===== src/rtl/fetch_controller.sv =====
// Fetch sequencer: owns the PC, keeps one imem request in flight, hands instructions to decode.
// First instruction 3 cycles after reset; holds the instruction until iINSTR_READY, never issues while holding.
module fetch_controller #(
   parameter int                  ADDR_W   = 8,
   parameter int                  INSTR_W  = 32,
   parameter logic [ADDR_W-1:0]   RESET_PC = '0,
   parameter logic [ADDR_W-1:0]   TRAP_VEC = 8'h80
) (
   input  logic                iCLK,
   input  logic                iRST_N,
   input  logic                iBR_ENABLE,
   input  logic [ADDR_W-1:0]   iBR_ADDR,
   input  logic                iTRAP,
   input  logic                iHALT,
   output logic                oIMEM_REQ,
   output logic [ADDR_W-1:0]   oIMEM_ADDR,
   input  logic                iIMEM_GNT,
   input  logic                iIMEM_RVALID,
   input  logic [INSTR_W-1:0]  iIMEM_RDATA,
   output logic                oINSTR_VALID,
   output logic [INSTR_W-1:0]  oINSTR,
   output logic [ADDR_W-1:0]   oINSTR_PC,
   input  logic                iINSTR_READY,
   output logic [ADDR_W-1:0]   oPC
);

   typedef enum logic [2:0] {
      IDLE  = 3'd0,
      REQ   = 3'd1,
      WAIT  = 3'd2,
      HOLD  = 3'd3,
      DRAIN = 3'd4
   } state_t;

   state_t              state;
   logic [ADDR_W-1:0]   pc;
   logic [ADDR_W-1:0]   fetchPc;
   logic                redirect;
   logic [ADDR_W-1:0]   redirTarget;

   assign redirect    = iTRAP | iBR_ENABLE;
   assign redirTarget = iTRAP ? TRAP_VEC : (iBR_ADDR & ~ADDR_W'(3));

   assign oIMEM_REQ  = (state == REQ);
   assign oIMEM_ADDR = pc;
   assign oPC        = pc;

   always_ff @(posedge iCLK or negedge iRST_N) begin
      if (!iRST_N) begin
         state        <= IDLE;
         pc           <= RESET_PC;
         fetchPc      <= RESET_PC;
         oINSTR_VALID <= 1'b0;
         oINSTR       <= '0;
         oINSTR_PC    <= '0;
      end else begin
         if (redirect) begin
            pc <= redirTarget;
         end
         case (state)
            IDLE: begin
               if (!iHALT) state <= REQ;
            end
            REQ: begin
               if (iIMEM_GNT) begin
                  // A grant coinciding with a redirect is already wrong-path; drain it.
                  if (redirect) begin
                     state <= DRAIN;
                  end else begin
                     fetchPc <= pc;
                     pc      <= pc + ADDR_W'(4);
                     state   <= WAIT;
                  end
               end else if (iHALT) begin
                  state <= IDLE;
               end
            end
            WAIT: begin
               if (iIMEM_RVALID) begin
                  if (redirect) begin
                     state <= REQ;
                  end else begin
                     oINSTR       <= iIMEM_RDATA;
                     oINSTR_PC    <= fetchPc;
                     oINSTR_VALID <= 1'b1;
                     state        <= HOLD;
                  end
               end else if (redirect) begin
                  state <= DRAIN;
               end
            end
            HOLD: begin
               if (redirect) begin
                  oINSTR_VALID <= 1'b0;
                  state        <= REQ;
               end else if (iINSTR_READY) begin
                  oINSTR_VALID <= 1'b0;
                  state        <= iHALT ? IDLE : REQ;
               end
            end
            DRAIN: begin
               if (iIMEM_RVALID) state <= iHALT ? IDLE : REQ;
            end
            default: state <= IDLE;
         endcase
      end
   end

endmodule

===== config.mk =====
export PLATFORM = sky130hd
export DESIGN_NAME = fetch_controller
export DESIGN_NICKNAME = d
export VERILOG_FILES = /design/src/rtl/fetch_controller.sv
export SDC_FILE = /design/constraint.sdc
export NUM_CORES = 1
export LEC_CHECK = 0
export ABC_AREA = 0
export BUFFER_PORTS_ARGS = -buffer_cell sky130_fd_sc_hd__buf_2
export CAP_MARGIN = 20
export CORE_ASPECT_RATIO = 1.25
export CORE_MARGIN = 2
export CORE_UTILIZATION = 48
export CTS_BUF_LIST = sky130_fd_sc_hd__clkbuf_8 sky130_fd_sc_hd__clkbuf_16
export CTS_CLUSTER_SIZE = 28
export DETAILED_ROUTE_END_ITERATION = 10
export HOLD_SLACK_MARGIN = 0.05
export PLACE_DENSITY = 0.89
export SLEW_MARGIN = 10
export SYNTH_ARGS = -nofsm -noshare
export SYNTH_HDL_FRONTEND = slang
export SYNTH_SLANG_ARGS = --single-unit

===== constraint.sdc =====
create_clock -name iCLK -period 1.8 [get_ports iCLK]
set_input_delay 0.18 -clock iCLK [delete_from_list [all_inputs] [get_ports iCLK]]
set_output_delay 0.18 -clock iCLK [all_outputs]
set_load 0.03 [all_outputs]

* Word level (Yosys, flattened, before mapping) *
Index checks and enable logic that the tools add are counted.

word-level totals
  bits in registers = 60
  input port bits = 48
  output and inout port bits = 58
  logic and storage cells = 48

cells by class
  $add $sub $neg = 1
  equal/unequal tests = 11
  multiplexer cells = 22
  bitwise operators = 2
  reduce and logical (&&, ||, !) cells = 6

operator list
  cell                 count
  $mux 8               5
  $mux 3               9
  $pmux 3 s5           1
  $add 8x3->8 const B  1
  $ne 2x2->1 const B   4
  $eq 3x2->1 const B   2
  $ne 3x3->1 const B   2
  $reduce_and 3->1     2
  $mux 1               5
  $reduce_and 5->1     1
  $reduce_and 4->1     1
  $eq 3x1->1 const B   1
  $eq 3x3->1 const B   1
  $logic_not 3->1      1
  $ne 3x2->1 const B   1
  $mux 2               1
  $pmux 1 s2           1
  $reduce_bool 2->1    1
  $not 1->1            1
  $or 1x1->1           1

* Depth between registers and ports, before layout *
Gate-level depths: netlist of the first run.

  depth in word-level cells = 5
  mapped depth = 5
  depth with buffers taken out = 4

* Worst setup path after synthesis of the first run *
No wires, ideal clock.

  path kind = reg-to-reg
  start point = reg state[2]
  end point = reg oINSTR[15]
  library setup time = 125 ps
  arrival time = 1505 ps
  data required time = 1675 ps
  slack = 171 ps
  stages on the path, launching flop included = 5
  buffers on the path = 1
  period minus slack after synthesis = 1629 ps
  path through = dfrtp_1 and2b_1 nor4b_4 buf_6 mux2_2

between the ends
  longest elaborated chain between the ends = 2

RTL lines
  element                     RTL line  RTL
  from (decl)                 35        state_t state;
  from (signal assigned)      98        state <= iHALT ? IDLE : REQ;
  from (signal assigned)      102       if (iIMEM_RVALID) state <= iHALT ? IDLE : REQ;
  $eq 3x2->1                  60        case (state)
  $reduce_and 3->1 (no line)  -
  to (signal assigned)        83        oINSTR <= iIMEM_RDATA;
  to (decl)                   21        output logic [INSTR_W-1:0] oINSTR,

No other way between the ends.
A chain may end at the register's enable or synchronous reset.

* Worst setup path in the final report of the first run *
  start point = reg state[2]
  end point = reg oINSTR[8]

The elaborated chain is that of the path after synthesis.

==> results of run 1 <==
[per-stage QoR]
stage,cell area (um^2),instances,power (uW)
global placement,3100,342,2890
global route,3300,358,4210
finish,3300,358,3990
CTS,3300,358,4040
floorplan,2570,185,2560
detailed placement,3100,342,2930
[critical path, stage by stage (launching register included)]
cell and delay [ns]:
dfrtp_1 0.43, and2b_1 0.25, nor4b_4 0.27, buf_12 0.27, mux2_2 0.36
[synthesized netlist by cell type, drive strengths merged (2+ instances only)]
library cell	instances
inv	3
and2	3
dfrtp	60
a21oi	3
nand3	3
nor3	3
a31oi	2
a311oi	2
mux2	48
o21ai	4
nor2	8
or3	2
buf	16
o32ai	3
nand2	6
[report_power, final]
| part | switching, uW | total, uW | internal (uW) |
|---|---|---|---|
| Clock | 456 | 1090 | 635 |
| Combinational | 698 | 1140 | 443 |
| Sequential | 151 | 1760 | 1600 |
[kinds of logic (layout without fill, tap and decap cells)]
logic type,after synthesis,after routing,share of synthesized area (%)
multiplexers,48,48,21.0
flip-flops,60,60,58.3
adder cells (fa/ha/maj),1,1,0.486
AO/OA/AOI/OAI,22,22,6.22
XOR/XNOR,1,1,0.340
buffers and inverters,20,131,5.93
AND/OR/NAND/NOR,33,33,7.68
[flip-flops by register name, indices dropped and copies added, names as in the netlist]
| signal | count |
|---|---|
| oINSTR | 32 |
| fetchPc | 8 |
| state | 3 |
| oINSTR_VALID | 1 |
| oINSTR_PC | 8 |
| oIMEM_ADDR | 8 |
[layout make-up]
type                       instances  share of cell area (%)
sequential                        60                    45.5
multi-input combinational        105                    27.9
timing repair buffer             112                    18.1
clock buffer                      13                    5.42
tap                               62                    2.35
inverter                           4                   0.455
clock inverter                     2                   0.265
[worst max-delay path by stage]
stage               slack [ns]        from       endpoint
floorplan                 0.17    state[2]     oINSTR[15]
global placement          0.17  iBR_ENABLE      oINSTR[5]
detailed placement        0.10    state[2]      oINSTR[4]
CTS                       0.07    state[2]      oINSTR[5]
global route             0.009    state[2]  oIMEM_ADDR[5]
finish                    0.08    state[2]      oINSTR[8]
[metal layers]
metal / wire (um) / up-vias
met1: 1960 / 860
met5: 0 / -
met4: 85 / 0
met3: 381 / 8
met2: 2420 / 80
li1: - / 879
==> out/results.txt, run 1 <==
Status -> complete, no violations
Tot GR Track Use -> 17.5%
Ant diodes -> 0
Worst Reg-to-Reg Cells -> 4
Sequential cell area -> 1500 um^2
Multi-input gate area in the final layout -> 920 um^2
CP Launch Type -> register
Worst hold slack -> 0.0765 ns
Syn Nets -> 234
Initial Util -> 50.3%
Mapped Cells -> 185
Synth Register Bits -> 60
Share of layout cells above drive strength 1 -> 58.8%
CP Max Fanout -> 40
Root Driver -> clkbuf_8
Async set-reset flop share out of synthesis -> 100%
GRT met2 Usage -> 29.9%
Hold Buf Count CTS -> 1
CP Capture Type -> register
Global-route wire length before repair -> 8180 um
Via density -> 5.10
Reg2reg start -> state[2]
Worst-Skew Late Latency -> 0.33 ns
WL final -> 4850 um
Setup-failing EPs final -> 0
Synth warnings -> 0
GPL Wtd Cong -> 0.744
Drt drc -> 0
Fin crit share -> 95.4%
Sequential fraction of the synthesis area -> 58.3%
Slew Limit Fails -> 0
Layout area overhead -> 28.2%
Final ANT Viol Nets -> 0
Critical Path RT -> 2.00 ns
Fill count -> 405
Die Ht -> 85.9 um
Clk pin slew, worst setup/hold paths -> 0.06 ns
Worst Hold Class -> input pin to register
DR pass1 iterations -> 4
Synth Flop Type -> dfrtp_1
Total number of vias -> 1827
WHS Endpoint -> oINSTR[22]
IO buf count -> 103
Synthesized area -> 2570 um^2
CTS sink count -> 60
Initial detailed-routing violation count -> 82
Post-synth top area cell -> dfrtp_1
CTS tree -> done
Final hold vios -> 0
CP arrival -> 1.92 ns
Nets -> 341
Leakage -> 0.00180 uW
VDD IR max -> 0.000812 V
DPL Wire Length -> 3660 um
Most common cell after layout, fill and taps aside -> buf_2
Yosys top cell area share -> 58.3%
Clock skew -> 0.00656 ns
Largest cells by area after synthesis -> dfrtp_1 58%, mux2_2 20%, buf_6 2.6%, buf_4 2.3%, nor2_1 1.2%
Most frequent cells in the layout -> 103 x buf_2, 60 x dfrtp_1, 46 x mux2_2
Post-Place Setup Slack -> 0.105 ns
Crit Path Category -> register to register
GRT busiest layer -> met2
Avg WL per Cell -> 13.5 um
RSZ-0062 raised after global routing -> no
EDFF count, synth -> 0
# resized after CTS -> 0
Site Rows -> 29
Chip width -> 69.5 um
FMAX -> 0.583 GHz
Initial antenna violation count -> 0
Hold Crit Start -> iIMEM_RDATA[22]
Clock Path Buffers -> 2
Shortest period the worst path allows -> 1.72 ns
GRT Residual Overflow -> 0
Total CTS buffers -> 9
Die footprint -> 5970 um^2
Pwr dens -> 1210 nW/um^2
Final WS setup -> 0.0837 ns
# IOs -> 106
R2R setup slack -> 0.08 ns
Placeable Area -> 5120 um^2
Mapped Avg Cell Area -> 13.9 um^2
TNS Setup -> 0 ns
M1 GR Usage -> 20.4%
M3 GR Usage -> 5.52%
Number of setup buffers added after CTS -> 0
Reg-to-Reg End -> oINSTR[8]
Finished Core Util -> 64.5%
Worst-Margin Slew -> 0.499 ns
Pin count of the biggest net entering global routing -> 41
Distinct cells, synth -> 37
Max cap viols -> 0
H-tree levels -> 3
Vias in the first global route -> 1840
Slew margin rel. -> 66.7%
Worst Hold Depth -> 2
Power figures use the tool's default switching activity.
==> run 2: changes to the inputs <==
--- a/config.mk
+++ b/config.mk
@@ -8,7 +8,7 @@
 export ABC_AREA = 0
 export BUFFER_PORTS_ARGS = -buffer_cell sky130_fd_sc_hd__buf_2
 export CAP_MARGIN = 20
-export CORE_ASPECT_RATIO = 1.25
+export CORE_ASPECT_RATIO = 0.5
 export CORE_MARGIN = 2
 export CORE_UTILIZATION = 48
 export CTS_BUF_LIST = sky130_fd_sc_hd__clkbuf_8 sky130_fd_sc_hd__clkbuf_16
==> constraint.sdc (replaced) <==
create_clock -name iCLK -period 1.9 [get_ports iCLK]
set_input_delay 0.19 -clock iCLK [delete_from_list [all_inputs] [get_ports iCLK]]
set_output_delay 0.19 -clock iCLK [all_outputs]
set_load 0.03 [all_outputs]
==> out/results.txt, run 2 (synthesis gave the netlist of run 1 again) <==
CP Max Fanout -> 40 (unchanged)
Vias in the first global route -> 1950 (+6.0%)
Slew Limit Fails -> 0 (unchanged)
Non-filler cells, final -> 364 (+1.7%)
Max cap viols -> 0 (unchanged)
Worst-Margin Slew -> 0.742 ns (+0.242 ns)
Share of layout cells above drive strength 1 -> 58.8% (+0.060 points)
Seq pwr share -> 41.5% (-2.5 points)
TNS Setup -> 0 ns (unchanged)
R2R setup slack -> 0.07 ns (about the same)
RSZ-0062 raised after global routing -> no
Nets -> 338 (-0.88%)
Switching power -> 1290 uW (-1.5%)
Worst Reg-to-Reg Cells -> 4 (unchanged)
Tot GR Track Use -> 19.3% (+1.8 points)
FMAX -> 0.548 GHz (-6.0%)
WHS Endpoint -> oINSTR[21]
H-tree levels -> 3 (unchanged)
CTS sink count -> 60 (unchanged)
GRT Residual Overflow -> 0 (unchanged)
Clock Path Buffers -> 2 (unchanged)
Top reg by flops -> oINSTR
Clk pin slew, worst setup/hold paths -> 0.07 ns (about the same)
Site Rows -> 18 (-38%)
DR pass1 iterations -> 4 (unchanged)
Worst-Skew Late Latency -> 0.32 ns (about the same)
CP Launch Type -> register
Clock power share -> 32.4% (+5.1 points)
Initial antenna violation count -> 0 (unchanged)
Internal Power -> 2770 uW (+3.1%)
WL final -> 5510 um (+14%)
Critical Path RT -> 2.10 ns (+0.10 ns)
Reg-to-Reg End -> oINSTR[11]
Placeable Area -> 5040 um^2 (-1.4%)
# IOs -> 106 (unchanged)
Post-Place Setup Slack -> 0.118 ns (+0.0128 ns)
Shortest period the worst path allows -> 1.83 ns (+0.110 ns)
Number of setup buffers added after CTS -> 0 (unchanged)
Worst Hold Depth -> 2 (unchanged)
Die footprint -> 6000 um^2 (+0.53%)
Status -> complete, no violations
CP Capture Type -> register
Crit Path Category -> register to register
Clock skew -> 0.00823 ns (+0.00167 ns)
Ant diodes -> 0 (unchanged)
IO buf count -> 103 (unchanged)
Slowest stage cell on the critical path -> dfrtp_1
Final ANT Viol Nets -> 0 (unchanged)
GPL Wtd Cong -> 0.744 (about the same)
Worst Path Buf+Inv -> 1 (unchanged)
Total number of vias -> 1863 (+2.0%)
Sw Ratio -> 31.7% (-0.99 points)
Global-route wire length before repair -> 8980 um (+9.8%)
Initial Util -> 51.0% (+0.71 points)
Most frequent cells in the layout -> 103 x buf_2, 60 x dfrtp_1, 46 x mux2_2
Final WS setup -> 0.0738 ns (-0.00986 ns)
Setup-failing EPs final -> 0 (unchanged)
CP arrival -> 2.03 ns (+0.11 ns)
Initial detailed-routing violation count -> 67 (-18%)
Total CTS buffers -> 9 (unchanged)
Slew margin rel. -> 50.6% (-16 points)
DPL Wire Length -> 3930 um (+7.4%)
Avg WL per Cell -> 15.1 um (+12%)
Inst Count DP -> 347 (+1.5%)
Pin count of the biggest net entering global routing -> 61 (+49%)
Most common cell after layout, fill and taps aside -> buf_2
Finished Core Util -> 66.1% (+1.6 points)
Via density -> 5.12 (+0.29%)
Reg2reg start -> state[2]
Critical Path Max Stage Delay -> 0.43 ns (about the same)
Critical path's top delay family -> simple AND/OR/NAND/NOR gates
Comb power frac -> 26.1% (-2.5 points)
Leakage -> 0.00180 uW (+0.25%)
Fin crit share -> 96.1% (+0.76 points)
CTS tree -> done
Hold Crit Start -> iIMEM_RDATA[21]
Layout area overhead -> 29.6%
Root Driver -> clkbuf_8
Pwr dens -> 1210 nW/um^2 (+0.51%)
Critical path, cell by cell -> and2b_1, nor4b_4, buf_12, mux2_2
Drt drc -> 0 (unchanged)
Max FFs per register -> 32 (unchanged)
Worst Hold Class -> input pin to register
Die Ht -> 55.8 um (-35%)
Chip width -> 108 um (+55%)
Final hold vios -> 0 (unchanged)
VDD IR max -> 0.000542 V (-33%)
-- run 2: cell types whose count changed in the layout (fill, tap and decap cells not counted), sizes merged --
| cell | change |
|---|---|
| buf | -3 |
| clkbuf | -1 |
| bufinv | +2 |
| clkinv | +1 |
| inv | -1 |
-- run 2: stage by stage --
stage	total power (uW)	hold slack (ns)	area, um^2
floorplan	2430	-0.106	2570
global placement	2720	0.360	3090
detailed placement	2770	0.387	3090
CTS	4090	0.0697	3330
global route	4240	0.0664	3330
finish	4050	0.0825	3330
-- run 2: power by group through the flow --
| stage | Combinational, uW | Sequential, uW | Clock [uW] |
|---|---|---|---|
| after CTS | 1070 | 1680 | 1340 |
| after floorplan | 420 | 2010 | 0 |
| after global routing | 1120 | 1710 | 1400 |
| final | 1060 | 1680 | 1310 |
| after detailed placement | 1060 | 1700 | 0 |
| after global placement | 1040 | 1680 | 0 |
-- run 2: worst max-delay path by stage --
stage              from  cells past startpoint          to  slack (ns)
4_1_cts        state[2]                      4  oINSTR[11]        0.09
3_3_place_gp   state[2]                      4  oINSTR[16]        0.16
5_1_grt        state[2]                      4  oINSTR[11]       0.008
2_1_floorplan  state[2]                      4  oINSTR[15]        0.27
3_5_place_dp   state[2]                      4  oINSTR[11]        0.12
6_report       state[2]                      4  oINSTR[11]        0.07
-- run 2: area by class of cell --
cell class / count / area, um^2
clock buffer: 12 / 165
clock inverter: 4 / 70.1
fill: 386 / 1710
inverter: 4 / 15.0
multi-input combinational: 105 / 920
sequential: 60 / 1500
tap: 70 / 87.6
timing repair buffer: 109 / 576
-- run 2: timing repair --
action | CTS | global route
endpoints found under the hold margin | 20 | 0
resized for setup | 0 | 0
hold buffers | 1 | 0
endpoints found under the setup margin | 0 | 0
-- run 2: per-layer routing --
metal	share of wire (%)	routed length [um]	GRT usage [%]
met5	0	0	0
met4	0.65	36	6.41
met3	4.7	259	7.49
met2	55	3060	35.1
met1	39	2160	20.7
==> run 3: changes to the inputs <==
--- a/config.mk
+++ b/config.mk
@@ -16,6 +16,7 @@
 export DETAILED_ROUTE_END_ITERATION = 10
 export HOLD_SLACK_MARGIN = 0.05
 export PLACE_DENSITY = 0.89
+export RECOVER_POWER = 100
 export SLEW_MARGIN = 10
 export SYNTH_ARGS = -nofsm -noshare
 export SYNTH_HDL_FRONTEND = slang
==> out/results.txt, run 3 (synthesis gave the netlist of run 1 again) <==
Status -> complete, no violations
CTS sink count -> 60 (unchanged)
DPL Wire Length -> 3930 um (unchanged)
Final instance area -> 3260 um^2 (-2.3%)
Layout area overhead -> 26.6%
Slew margin rel. -> 45.9% (-4.7 points)
Pwr dens -> 1230 nW/um^2 (+1.0%)
Fin crit share -> 96.1% (about the same)
Chip width -> 108 um (unchanged)
Initial Util -> 51.0% (unchanged)
DR pass1 iterations -> 4 (unchanged)
Clock Path Buffers -> 2 (unchanged)
Leakage -> 0.00157 uW (-13%)
Total CTS buffers -> 9 (unchanged)
RSZ-0062 raised after global routing -> no
Setup-failing EPs final -> 0 (unchanged)
VDD IR max -> 0.000534 V (-1.4%)
# IOs -> 106 (unchanged)
Total number of vias -> 1833 (-1.6%)
Final ANT Viol Nets -> 0 (unchanged)
Via density -> 5.04 (-1.6%)
Critical Path RT -> 2.10 ns (about the same)
GRT Residual Overflow -> 0 (unchanged)
Nets -> 338 (unchanged)
CP Max Fanout -> 40 (unchanged)
Post-Place Setup Slack -> 0.118 ns (unchanged)
Final hold vios -> 0 (unchanged)
FMAX -> 0.548 GHz (about the same)
Area after DPL -> 3090 um^2 (unchanged)
Initial detailed-routing violation count -> 69 (+3.0%)
Ant diodes -> 0 (unchanged)
TNS Setup -> 0 ns (unchanged)
Finished Core Util -> 64.6% (-1.5 points)
CP Capture Type -> register
IO buf count -> 103 (unchanged)
Clock skew -> 0.00835 ns (+0.000121 ns)
Initial antenna violation count -> 0 (unchanged)
Final WS setup -> 0.0749 ns (+0.00108 ns)
Drt drc -> 0 (unchanged)
Max FFs per register -> 32 (unchanged)
Worst-Skew Late Latency -> 0.33 ns (about the same)
Vias in the first global route -> 1950 (unchanged)
Crit Path Category -> register to register
Worst-Margin Slew -> 0.812 ns (+0.0705 ns)
Die Ht -> 55.8 um (unchanged)
Max cap viols -> 0 (unchanged)
Shortest period the worst path allows -> 1.83 ns (-0.00108 ns)
Inst Count DP -> 347 (unchanged)
Non-filler cells, final -> 364 (unchanged)
Clk pin slew, worst setup/hold paths -> 0.07 ns (about the same)
Die footprint -> 6000 um^2 (unchanged)
CP arrival -> 2.03 ns (about the same)
Root Driver -> clkbuf_8
GPL Wtd Cong -> 0.744 (unchanged)
Top reg by flops -> oINSTR
CTS tree -> done
Pin count of the biggest net entering global routing -> 61 (unchanged)
Most common cell after layout, fill and taps aside -> dfrtp_1
CP Launch Type -> register
Placeable Area -> 5040 um^2 (unchanged)
Global-route wire length before repair -> 8980 um (unchanged)
Most frequent cells in the layout -> 60 x dfrtp_1, 59 x clkbuf_1, 46 x mux2_2
Site Rows -> 18 (unchanged)
Avg WL per Cell -> 15.3 um (+0.91%)
WL final -> 5560 um (+0.91%)
Share of layout cells above drive strength 1 -> 38.4% (-20 points)
H-tree levels -> 3 (unchanged)
Tot GR Track Use -> 19.3% (unchanged)
Slew Limit Fails -> 0 (unchanged)
Worst Hold Class -> input pin to register
## run 3: changes by cell type in the layout (fill, tap and decap cells not counted), moves of 2 or more
cell	before	now
and2_1	3	1
and2_0	0	2
clkbuf_1	0	59
buf_2	103	45
buf_4	4	2
## run 3: worst paths after layout
check | startpoint | end | slack, ns | depth (start not counted)
worst max-delay path | state[2] | oINSTR[11] | 0.07 | 4
worst min-delay path | iIMEM_RDATA[21] | oINSTR[21] | 0.08 | 2
worst max register to register | state[2] | oINSTR[11] | 0.07 | 4
worst min register to register | oINSTR[21] | oINSTR[21] | 0.49 | 1
max in group asynchronous | iRST_N | oINSTR[25] | 0.74 | 3
min in group asynchronous | iRST_N | oIMEM_ADDR[0] | 0.62 | 3
## run 3: where the power goes
| group | leakage [uW] | internal [uW] | total (uW) | switching (uW) |
|---|---|---|---|---|
| Clock | 0.000122 | 841 | 1310 | 472 |
| Sequential | 0.000805 | 1520 | 1690 | 169 |
| Combinational | 0.000642 | 344 | 997 | 654 |
## run 3: what timing repair did
action | CTS | global route
setup buffers | 0 | 0
hold buffers | 1 | 0
hold endpoints to repair | 20 | 0
resized for setup | 0 | 0
## run 3: per-stage QoR
stage / power, uW / hold WS [ns]
2_1_floorplan: 2430 / -0.106
3_3_place_gp: 2720 / 0.360
3_5_place_dp: 2770 / 0.387
4_1_cts: 4090 / 0.0697
5_1_grt: 4190 / 0.0664
6_report: 4000 / 0.0801
## run 3: area by class of cell
cell class | instances | area (um^2)
clock inverters | 4 | 70.1
well taps | 70 | 87.6
multi-input cells | 105 | 920
flip-flops and latches | 60 | 1500
inverters | 4 | 15.0
fillers | 423 | 1790
repair buffers | 109 | 499
clock buffers | 12 | 165
## run 3: critical path, stage by stage, from the launching register on
cell	delay, ns
dfrtp_1	0.43
and2b_1	0.33
nor4b_4	0.28
buf_12	0.27
mux2_2	0.37
## run 3: per-layer routing
layer  GRT usage [%]  wire (um)  vias up
met5               0          0        -
met4            6.41         28        0
met3            7.49        266        2
met2            35.1       3060       54
met1            20.7       2210      910
li1                -          -      867
